`config.mk`:
```
export PLATFORM = sky130hd
export DESIGN_NAME = fp_stream_issuer
export DESIGN_NICKNAME = d
export VERILOG_FILES = /design/src/rtl/fp_stream_pkg.sv /design/src/rtl/sync_fifo_fwft.sv /design/src/rtl/fp_stream_issuer.sv
export SDC_FILE = /design/constraint.sdc
export NUM_CORES = 1
export LEC_CHECK = 0
export ABC_AREA = 1
export CELL_PAD_IN_SITES_DETAIL_PLACEMENT = 0
export CELL_PAD_IN_SITES_GLOBAL_PLACEMENT = 1
export CORE_ASPECT_RATIO = 0.6
export CORE_MARGIN = 2
export CORE_UTILIZATION = 35
export CTS_CLUSTER_DIAMETER = 80
export DETAILED_ROUTE_END_ITERATION = 10
export GPL_TIMING_DRIVEN = 0
export MAX_ROUTING_LAYER = met4
export PLACE_DENSITY = 0.7
export SETUP_SLACK_MARGIN = 0.4
export SYNTH_ARGS = -nofsm -noshare
export SYNTH_HDL_FRONTEND = slang
export SYNTH_SLANG_ARGS = --single-unit
```
`constraint.sdc`:
```
create_clock -name clk -period 3.51 [get_ports clk]
set_input_delay 0.702 -clock clk [delete_from_list [all_inputs] [get_ports clk]]
set_output_delay 0.702 -clock clk [all_outputs]
set_load 0.01 [all_outputs]
```
`src/rtl/fp_stream_pkg.sv`:
```
// Shared defaults and sizing helpers for the FP stream issuer and its result FIFO.
package fp_stream_pkg;

    localparam int unsigned DefaultWidth   = 32;
    localparam int unsigned DefaultLatency = 12;
    localparam int unsigned DefaultDepth   = 16;

    // Counters must be able to hold the value DEPTH itself, hence the extra bit.
    function automatic int unsigned cnt_width(input int unsigned depth);
        return $clog2(depth) + 1;
    endfunction

endpackage

```
`src/rtl/sync_fifo_fwft.sv`:
```
// First-word-fall-through FIFO; a push into an empty FIFO is visible on rdata the same cycle.
module sync_fifo_fwft
    import fp_stream_pkg::*;
#(
    parameter int unsigned WIDTH = DefaultWidth,
    parameter int unsigned DEPTH = DefaultDepth,
    localparam int unsigned CntW = cnt_width(DEPTH)
) (
    input  logic             clk,
    input  logic             rst_n,
    input  logic             push,
    input  logic [WIDTH-1:0] wdata,
    input  logic             pop,
    output logic [WIDTH-1:0] rdata,
    output logic             rvalid,
    output logic [CntW-1:0]  count,
    output logic             full,
    output logic             empty
);

    localparam int unsigned PtrW = $clog2(DEPTH);

    logic [WIDTH-1:0] mem [DEPTH];
    logic [PtrW-1:0]  wr_ptr_q, rd_ptr_q;
    logic [CntW-1:0]  count_q, count_d;
    logic             bypass, do_write, do_read;

    assign empty  = (count_q == '0);
    assign full   = (count_q == CntW'(DEPTH));
    assign count  = count_q;
    assign rvalid = !empty || push;

    // An empty FIFO popped in the same cycle it is pushed hands the word straight through.
    assign bypass   = push && empty && pop;
    assign do_write = push && !full && !bypass;
    assign do_read  = pop && !empty;

    always_comb begin
        rdata = '0;
        if (!empty) begin
            rdata = mem[rd_ptr_q];
        end else if (push) begin
            rdata = wdata;
        end
    end

    always_comb begin
        count_d = count_q;
        if (do_write && !do_read) begin
            count_d = count_q + CntW'(1);
        end else if (!do_write && do_read) begin
            count_d = count_q - CntW'(1);
        end
    end

    always_ff @(posedge clk or negedge rst_n) begin
        if (!rst_n) begin
            wr_ptr_q <= '0;
            rd_ptr_q <= '0;
            count_q  <= '0;
        end else begin
            count_q <= count_d;
            if (do_write) begin
                wr_ptr_q <= wr_ptr_q + PtrW'(1);
            end
            if (do_read) begin
                rd_ptr_q <= rd_ptr_q + PtrW'(1);
            end
        end
    end

    always_ff @(posedge clk) begin
        if (do_write) begin
            mem[wr_ptr_q] <= wdata;
        end
    end

endmodule

```
`src/rtl/fp_stream_issuer.sv`:
```
// Credit-based issuer feeding a fixed-latency FP core and buffering its results in order.
// Optional protocol checker enabled by defining FP_STREAM_ISSUER_CHECK_EN.
module fp_stream_issuer
    import fp_stream_pkg::*;
#(
    parameter int unsigned WIDTH   = DefaultWidth,
    parameter int unsigned LATENCY = DefaultLatency,
    parameter int unsigned DEPTH   = DefaultDepth
) (
    input  logic             clk,
    input  logic             rst_n,
    input  logic             in_valid,
    output logic             in_ready,
    input  logic [WIDTH-1:0] in_a,
    input  logic [WIDTH-1:0] in_b,
    output logic             m_axis_a_tvalid,
    output logic [WIDTH-1:0] m_axis_a_tdata,
    output logic             m_axis_b_tvalid,
    output logic [WIDTH-1:0] m_axis_b_tdata,
    input  logic             s_axis_result_tvalid,
    input  logic [WIDTH-1:0] s_axis_result_tdata,
    output logic             out_valid,
    input  logic             out_ready,
    output logic [WIDTH-1:0] out_data,
    output logic             busy,
    output logic             err
);

    localparam int unsigned CntW = cnt_width(DEPTH);

    logic             issue_q;
    logic [WIDTH-1:0] a_q, b_q;
    logic [CntW-1:0]  inflight_q, inflight_d;
    logic [CntW-1:0]  fifo_count;
    logic             fifo_full, fifo_empty;
    logic [CntW:0]    used;
    logic             accept, result_ok, pop;

    // The pair sitting in the issue register is not yet inflight but still owns a FIFO slot.
    assign used = {1'b0, fifo_count} + {1'b0, inflight_q} + {{CntW{1'b0}}, issue_q};
    assign in_ready = !fifo_full && (used < (CntW + 1)'(DEPTH));
    assign accept   = in_valid && in_ready;

    assign m_axis_a_tvalid = issue_q;
    assign m_axis_b_tvalid = issue_q;
    assign m_axis_a_tdata  = a_q;
    assign m_axis_b_tdata  = b_q;

    always_ff @(posedge clk or negedge rst_n) begin
        if (!rst_n) begin
            issue_q <= 1'b0;
            a_q     <= '0;
            b_q     <= '0;
        end else begin
            issue_q <= accept;
            if (accept) begin
                a_q <= in_a;
                b_q <= in_b;
            end
        end
    end

    // Results with nothing outstanding are stale (e.g. from before a reset) and are dropped.
    assign result_ok = s_axis_result_tvalid && (inflight_q != '0);

    always_comb begin
        inflight_d = inflight_q;
        unique case ({issue_q, result_ok})
            2'b10:   inflight_d = inflight_q + CntW'(1);
            2'b01:   inflight_d = inflight_q - CntW'(1);
            default: inflight_d = inflight_q;
        endcase
    end

    always_ff @(posedge clk or negedge rst_n) begin
        if (!rst_n) begin
            inflight_q <= '0;
        end else begin
            inflight_q <= inflight_d;
        end
    end

    assign pop = out_valid && out_ready;

    sync_fifo_fwft #(
        .WIDTH (WIDTH),
        .DEPTH (DEPTH)
    ) u_fifo (
        .clk   (clk),
        .rst_n (rst_n),
        .push  (result_ok),
        .wdata (s_axis_result_tdata),
        .pop   (pop),
        .rdata (out_data),
        .rvalid(out_valid),
        .count (fifo_count),
        .full  (fifo_full),
        .empty (fifo_empty)
    );

    assign busy = (inflight_q != '0) || !fifo_empty;

`ifdef FP_STREAM_ISSUER_CHECK_EN
    localparam int unsigned WdLimit = LATENCY + 2;
    localparam int unsigned WdW     = $clog2(WdLimit + 1);

    logic [WdW-1:0] wd_q, wd_d;
    logic           err_q, err_d;

    // wd_q counts completed cycles with work outstanding and no result returned.
    always_comb begin
        wd_d  = wd_q;
        err_d = err_q;
        if (s_axis_result_tvalid || (inflight_q == '0)) begin
            wd_d = '0;
        end else if (wd_q != WdW'(WdLimit)) begin
            wd_d = wd_q + WdW'(1);
        end
        if (s_axis_result_tvalid && (inflight_q == '0)) begin
            err_d = 1'b1;
        end
        if (!s_axis_result_tvalid && (inflight_q != '0) && (wd_q >= WdW'(WdLimit - 1))) begin
            err_d = 1'b1;
        end
    end

    always_ff @(posedge clk or negedge rst_n) begin
        if (!rst_n) begin
            wd_q  <= '0;
            err_q <= 1'b0;
        end else begin
            wd_q  <= wd_d;
            err_q <= err_d;
        end
    end

    assign err = err_q;
`else
    assign err = 1'b0;
`endif

endmodule
```
==> run metrics, run 1 <==
initial cell density of the core=a little over a third; clk sinks=approximately 600; largest net degree at the start of global routing=67; kind of critical path=reg2out; Final min period=3.222 ns; Slew Viols, Final=0; residual DRC count=0; Avg WL per Cell=approximately 23 microns; Synth Register Bits=595; DRT Pass-1 Iters=7; chip height=about 210 microns; skew final=0.02304 ns; fin crit share=91.79%; Fmax achieved=between 0.3 and 0.4 GHz; area leader, netlist=edfxtp_1; initial antenna violation count=2; Distinct cells, synth=33; layout cell share with drive strength beyond 1=18.19%; Slew Limit Headroom=a little over a quarter; Worst Path Max Fanout=10; Post-synth EDFFs=just over 500; area overhead of the layout relative to synthesis=29.22%; clock buffer count from CTS=56; PortBufs=about 200; Non-Filler Instances=3638; CP Capture Type=primary output; Nets=about 2700; outcome=finished, final reports clean; nature of the critical path startpoint=flop; Placed Instances=approximately 3500; Clk Latency, worst-skew pair=0.65 ns; Iteration-0 DRC Markers=between 2000 and 2500; clk slew on worst S/H paths=around 0.070 ns; vias=approximately 19000; VDD IR max=between 0.4 and 0.5 mV; Min Hold Slack=between 0.4 and 0.5 ns; Total Wirelength=83950 microns; placement row count=76; GRT Resource Usage Total=22.82%; I/O pin cnt=between 200 and 250; CTS root buf=clkbuf_16; global-route wire length before repair=approximately 120000 microns; Setup violations, final=0; Yosys top cell area share=roughly three fifths; Avg Inst Size Synth=roughly 11 sq um; synthesized area=25150 sq um; worst hold path type=reg2reg; Critical Path RT=2.81 ns; Register Area=17460 sq um; ANT nets after route=0; DP HPWL=between 50000 and 60000 microns; DIE WIDTH=roughly 350 microns; multi-input logic area=~7000 sq um; top cells by area, synth=edfxtp_1 (61%), nand2_1 (13%), nand3_1 (8.3%), dfrtp_1 (8.3%), nand4_1 (1.6%); post-synthesis instance total=around 2200; Max-Cap Viols=0; count leader, synth=nand2_1; GRT overflow=0; sequential share of the synthesized area=a little over two thirds; top_reg_cell synth=edfxtp_1; yosys warns=0; worst-margin pin slew=about 1.1 ns; RSZ-0062 raised after global routing=yes; CTS Buffer Depth=3; asr flop ratio synth=between 10 and 15%; Placeable Area=just over 70000 sq um; LEAKAGE=around 13 nW; die area=74090 sq um; TritonCTS clock tree=yes; Vias/cell=slightly above 5; syn_nets=2370; fill cell count=6579; Worst Path Arrival=approximately 2.5 ns; pwr dens=905.6 nW/um^2; H-tree levels=2; vias in the first global route=17660; Final Hold Fails=0; most frequent cells after synthesis=nand2_1 (890), edfxtp_1 (512), nand3_1 (419); GPL Wtd Cong=~0.83; setup_tns=0 ns
flip-flops by register name (all words and copies together) (netlist names):
name and cells:
u_fifo.count 5, m_axis_b_tdata 32, inflight_q 5, u_fifo.mem 512, u_fifo.rd_ptr_q 4, m_axis_a_tdata 32, m_axis_a_tvalid 1, u_fifo.wr_ptr_q 4
cell type report:
cell class                 instances  share of cell area [%]
clock buffer                      62                   4.412
timing repair buffer             306                   10.11
buffer                           148                   4.751
antenna                            2                 0.01540
sequential                       595                   53.71
clock inverter                    44                   1.220
multi-input combinational       1468                   21.53
inverter                          38                  0.4967
tap                              975                   3.754
cells in the final DEF (no fill, tap or decap), types with 18 or more instances in the layout:
master           netlist  layout
buf_12                 1      30
nand2_2               10      45
nand3_1              419     379
buf_8                  7      26
ha_1                  18      18
nand2_1              890     850
clkdlybuf4s50_1        0     165
nand4_1               65      65
buf_4                 21      52
inv_1                 30      30
edfxtp_1             512     512
clkbuf_16              0      61
nand3_2                2      39
clkinv_2               0      20
buf_2                 63      37
dfrtp_1               83      80
buf_6                 24     100
worst paths after layout:
check / from / endpoint / slack (ns) / cells after the start
min in group asynchronous: rst_n / m_axis_b_tdata[9] / 0.48 / 2
worst min-delay path: m_axis_b_tdata[11] / m_axis_b_tdata[11] / 0.47 / 2
worst max register to register: u_fifo.count[1] / u_fifo.mem[8][25] / 0.64 / 10
worst max-delay path: u_fifo.rd_ptr_q[2] / out_data[18] / 0.29 / 9
worst min register to register: m_axis_b_tdata[11] / m_axis_b_tdata[11] / 0.47 / 2
max in group asynchronous: rst_n / u_fifo.count[2] / 2.39 / 3
logic make-up after synthesis:
group	count (synthesis)	synth area share, %
adders and majority gates	20	1.055
buffers and inverters	186	4.517
other	1	0.01491
AOI/OAI and AO/OA	23	0.5124
DFF	595	69.39
xor gates and xnor gates	12	0.4179
and+or+nand+nor	1412	24.09
routing by layer:
| metal | vias up | wire (microns) | global-route usage, % |
|---|---|---|---|
| li1 | 8549 | - | - |
| met4 | 0 | 1596 | 5.410 |
| met2 | 878 | 35190 | 31.31 |
| met1 | 9162 | 38220 | 33.55 |
| met3 | 118 | 8937 | 5.887 |
| met5 | - | 0 | - |
what timing repair did:
item | 4_1_cts | 5_1_grt
hold buffers | 1 | 0
hold endpoints to repair | 17 | 0
resized for setup | 264 | 160
buffers inserted | 13 | 16
pin swaps | 9 | 42
setup endpoints to repair | 35 | 34
cloned | 2 | 5
critical path: stages, from the launching register on:
cell,delay [ns]
dfrtp_1,0.40
buf_2,0.27
buf_2,0.39
nand3_1,0.14
nand2_1,0.11
nand2_1,0.06
nand2_1,0.09
nand2_1,0.06
nand2_2,0.11
clkdlybuf4s15_2,0.24
per-stage QoR:
| step | power, mW | utilization [%] | setup WS (ns) | cell area [sq um] |
|---|---|---|---|---|
| global placement | 21.27 | 39.75 | -4.523 | 28390 |
| CTS | 28.49 | 44.53 | 0.2073 | 31800 |
| finish | 29.43 | 45.51 | 0.2882 | 32500 |
| floorplan | 16.07 | - | -0.2356 | 25160 |
| detailed placement | 21.59 | 41.02 | -0.2620 | 29300 |
| global route | 31.03 | 45.50 | 0.1895 | 32500 |
report_power, final:
part / switching, mW / leakage [nW] / total [mW] / internal, mW
sequential: 0.453 / 5.65 / 9.15 / 8.69
combinational: 8.60 / 6.25 / 14.1 / 5.50
clock: 2.79 / 0.914 / 6.19 / 3.40
total: 11.8 / 12.8 / 29.4 / 17.6
(Power assumes the default switching activity.)
==> inputs of run 2 (changes only) <==
- PLACE_DENSITY: 0.7 -> 0.71
- SYNTH_HIERARCHICAL: default -> 1
==> run metrics, run 2 <==
outcome=finished, final reports clean; VDD IR max=0.4910 mV (+4.0%); CTS root buf=clkbuf_16; crit path from=u_fifo/rd_ptr_q[0]; Slew Limit Headroom=46.92% (+20 points); area overhead of the layout relative to synthesis=30.57%; H-tree levels=2 (unchanged); ANT nets after route=0 (unchanged); GPL Wtd Cong=0.8480 (+2.2%); I/O pin cnt=203 (unchanged); Avg WL per Cell=21.11 microns (-8.5%); die area=78220 sq um (+5.6%); Total Wirelength=85880 microns (+2.3%); Worst Path Max Fanout=10 (unchanged); DRT Pass-1 Iters=6 (-1); sequential share of the synthesized area=65.67% (-3.7 points); Distinct cells, synth=31 (-6.1%); PortBufs=201 (unchanged); asr flop ratio synth=13.95% (unchanged); Fmax achieved=0.3160 GHz (+1.8%); setup_tns=0 ns (unchanged); clk sinks=595 (unchanged); highest-count cells in the layout ignoring fill and taps=nand2_1 (872), edfxtp_1 (512), inv_1 (409); syn_nets=2769 (+17%); clk slew on worst S/H paths=0.06 ns (about the same); area leader, netlist=edfxtp_1; synthesized area=26570 sq um (+5.7%); most frequent cells after synthesis=nand2_1 (922), edfxtp_1 (512), nand3_1 (423); Tot Pwr=30.60 mW (+4.0%); residual DRC count=0 (unchanged); kind of critical path=reg2out; placement row count=78 (+2.6%); fill cell count=6920 (+5.2%); initial cell density of the core=35.27% (+0.052 points); number of flip-flops in the largest register=512 (unchanged); Slew Viols, Final=0 (unchanged); fin crit share=90.16% (-1.6 points); GR Util met2=31.55% (+0.24 points); grt met1 use=33.00% (-0.54 points); vias in the first global route=19100 (+8.2%); nature of the critical path startpoint=flop; initial antenna violation count=1 (-1); met3 usage=3.532% (-2.4 points); Final min period=3.165 ns (-0.05732 ns); largest net degree at the start of global routing=60 (-10%); clock buffer count from CTS=59 (+5.4%); RSZ-0062 raised after global routing=yes; Max-Cap Viols=0 (unchanged); worst setup margin=0.3455 ns (+0.05732 ns); GRT overflow=0 (unchanged); top cells by area, synth=edfxtp_1 (58%), nand2_1 (13%), nand3_1 (8.0%), dfrtp_1 (7.8%), inv_1 (5.9%); Final Hold Fails=0 (unchanged); Min Hold Slack=0.4681 ns (-0.001144 ns); DP Worst Slack=-0.7826 ns (-0.5206 ns); GRT Resource Usage Total=22.24% (-0.59 points); vias=20100 (+7.4%); post-synthesis instance total=2649 (+18%); worst hold path type=reg2reg; CP Capture Type=primary output; pwr dens=881.9 nW/um^2 (-2.6%); CTS Buffer Depth=3 (unchanged); Post-synth EDFFs=512 (unchanged); global route hottest layer=met1; commonest non-fill, non-tap cell in the layout=nand2_1; Setup violations, final=0 (unchanged); chip height=217.4 microns (+2.7%); Critical Path RT=2.81 ns (about the same); DIE WIDTH=359.7 microns (+2.8%); top_reg_cell synth=edfxtp_1; worst hold start=m_axis_a_tdata[10]; LEAKAGE=15.12 nW (+18%); Avg Inst Size Synth=10.03 sq um (-10%); FF-to-FF Start=inflight_q[1]; Worst Path Arrival=2.46 ns (-0.06 ns); DP HPWL=54500 microns (-6.7%); Clk Latency, worst-skew pair=0.65 ns (about the same); TritonCTS clock tree=yes; Register Area=17460 sq um (about the same); worst-margin pin slew=0.7937 ns (-0.3000 ns); yosys warns=6 (+6); Yosys top cell area share=57.86% (-3.3 points); Nets=3139 (+15%); Placeable Area=75340 sq um (+5.5%); skew final=0.02633 ns (+0.003285 ns); multi-input logic area=7466 sq um (+6.7%); Iteration-0 DRC Markers=2065 (-9.0%); Synth Register Bits=595 (unchanged); count leader, synth=nand2_1; layout cell share with drive strength beyond 1=17.60% (-0.59 points); Vias/cell=4.939 (-4.0%); global-route wire length before repair=124600 microns (+4.6%); Most flops, register=u_fifo/mem
run 2: what timing repair did:
item | CTS | global route
buffers inserted | 58 | 22
hold endpoints to repair | 24 | 0
endpoints found under the setup margin | 538 | 291
gates resized for setup | 236 | 251
cloned | 11 | 4
hold buffers | 1 | 0
pin swaps | 34 | 87
run 2: area by class of cell:
class | instances | share of cell area [%]
diodes | 1 | 0.007212
plain buffers | 148 | 4.295
clock buffers | 77 | 4.843
clock inverters | 33 | 1.060
inverters | 416 | 4.573
multi-input cells | 1498 | 21.52
flip-flops and latches | 595 | 50.32
well taps | 1000 | 3.606
repair buffers | 301 | 9.776
run 2: per-layer routing:
metal	wire length [microns]	vias to the layer above
met5	0	-
met4	1971	0
met3	7590	136
met2	36010	836
met1	40310	9797
li1	-	9327
run 2: logic make-up after synthesis:
logic type / count (synthesis) / share of synthesized area (%)
other: 1 / 0.01411
XOR/XNOR: 14 / 0.4614
AO/OA/AOI/OAI: 13 / 0.2872
adder cells (fa/ha/maj): 19 / 0.9229
buffers and inverters: 564 / 9.549
flip-flops: 595 / 65.67
AND/OR/NAND/NOR: 1443 / 23.09
run 2: power by group:
| group | internal [mW] | total [mW] | switching, mW | leakage, nW |
|---|---|---|---|---|
| sequential | 8.73 | 9.19 | 0.461 | 5.64 |
| combinational | 5.68 | 14.7 | 9.00 | 8.47 |
| clock | 3.95 | 6.72 | 2.78 | 1.01 |
run 2: metrics by stage:
stage	cells	cell area, sq um	utilization [%]
after floorplan	2649	26690	-
after global placement	3850	29960	39.76
after detailed placement	3862	30250	40.15
after CTS	4042	33750	44.79
after global routing	4069	34700	46.05
final	4069	34700	46.05
run 2: worst max-delay path, stage by stage (launching register included):
cell and delay (ns):
dfrtp_1 0.40, buf_6 0.15, buf_4 0.14, buf_12 0.16, buf_4 0.18, nand2_1 0.07
nand3_1 0.11, nand3_1 0.15, nand3_1 0.09, nand2_1 0.08, nand2_1 0.06, nand2_2 0.11
buf_6 0.11
run 2: worst paths after layout:
kind | slack, ns | cells past startpoint | to
worst max-delay path | 0.35 | 12 | out_data[11]
worst min-delay path | 0.47 | 2 | m_axis_a_tdata[10]
worst min register to register | 0.47 | 2 | m_axis_a_tdata[10]
max in group asynchronous | 2.32 | 3 | u_fifo/count[0]
worst max register to register | 0.43 | 21 | u_fifo/count[4]
min in group asynchronous | 0.52 | 2 | m_axis_a_tdata[23]
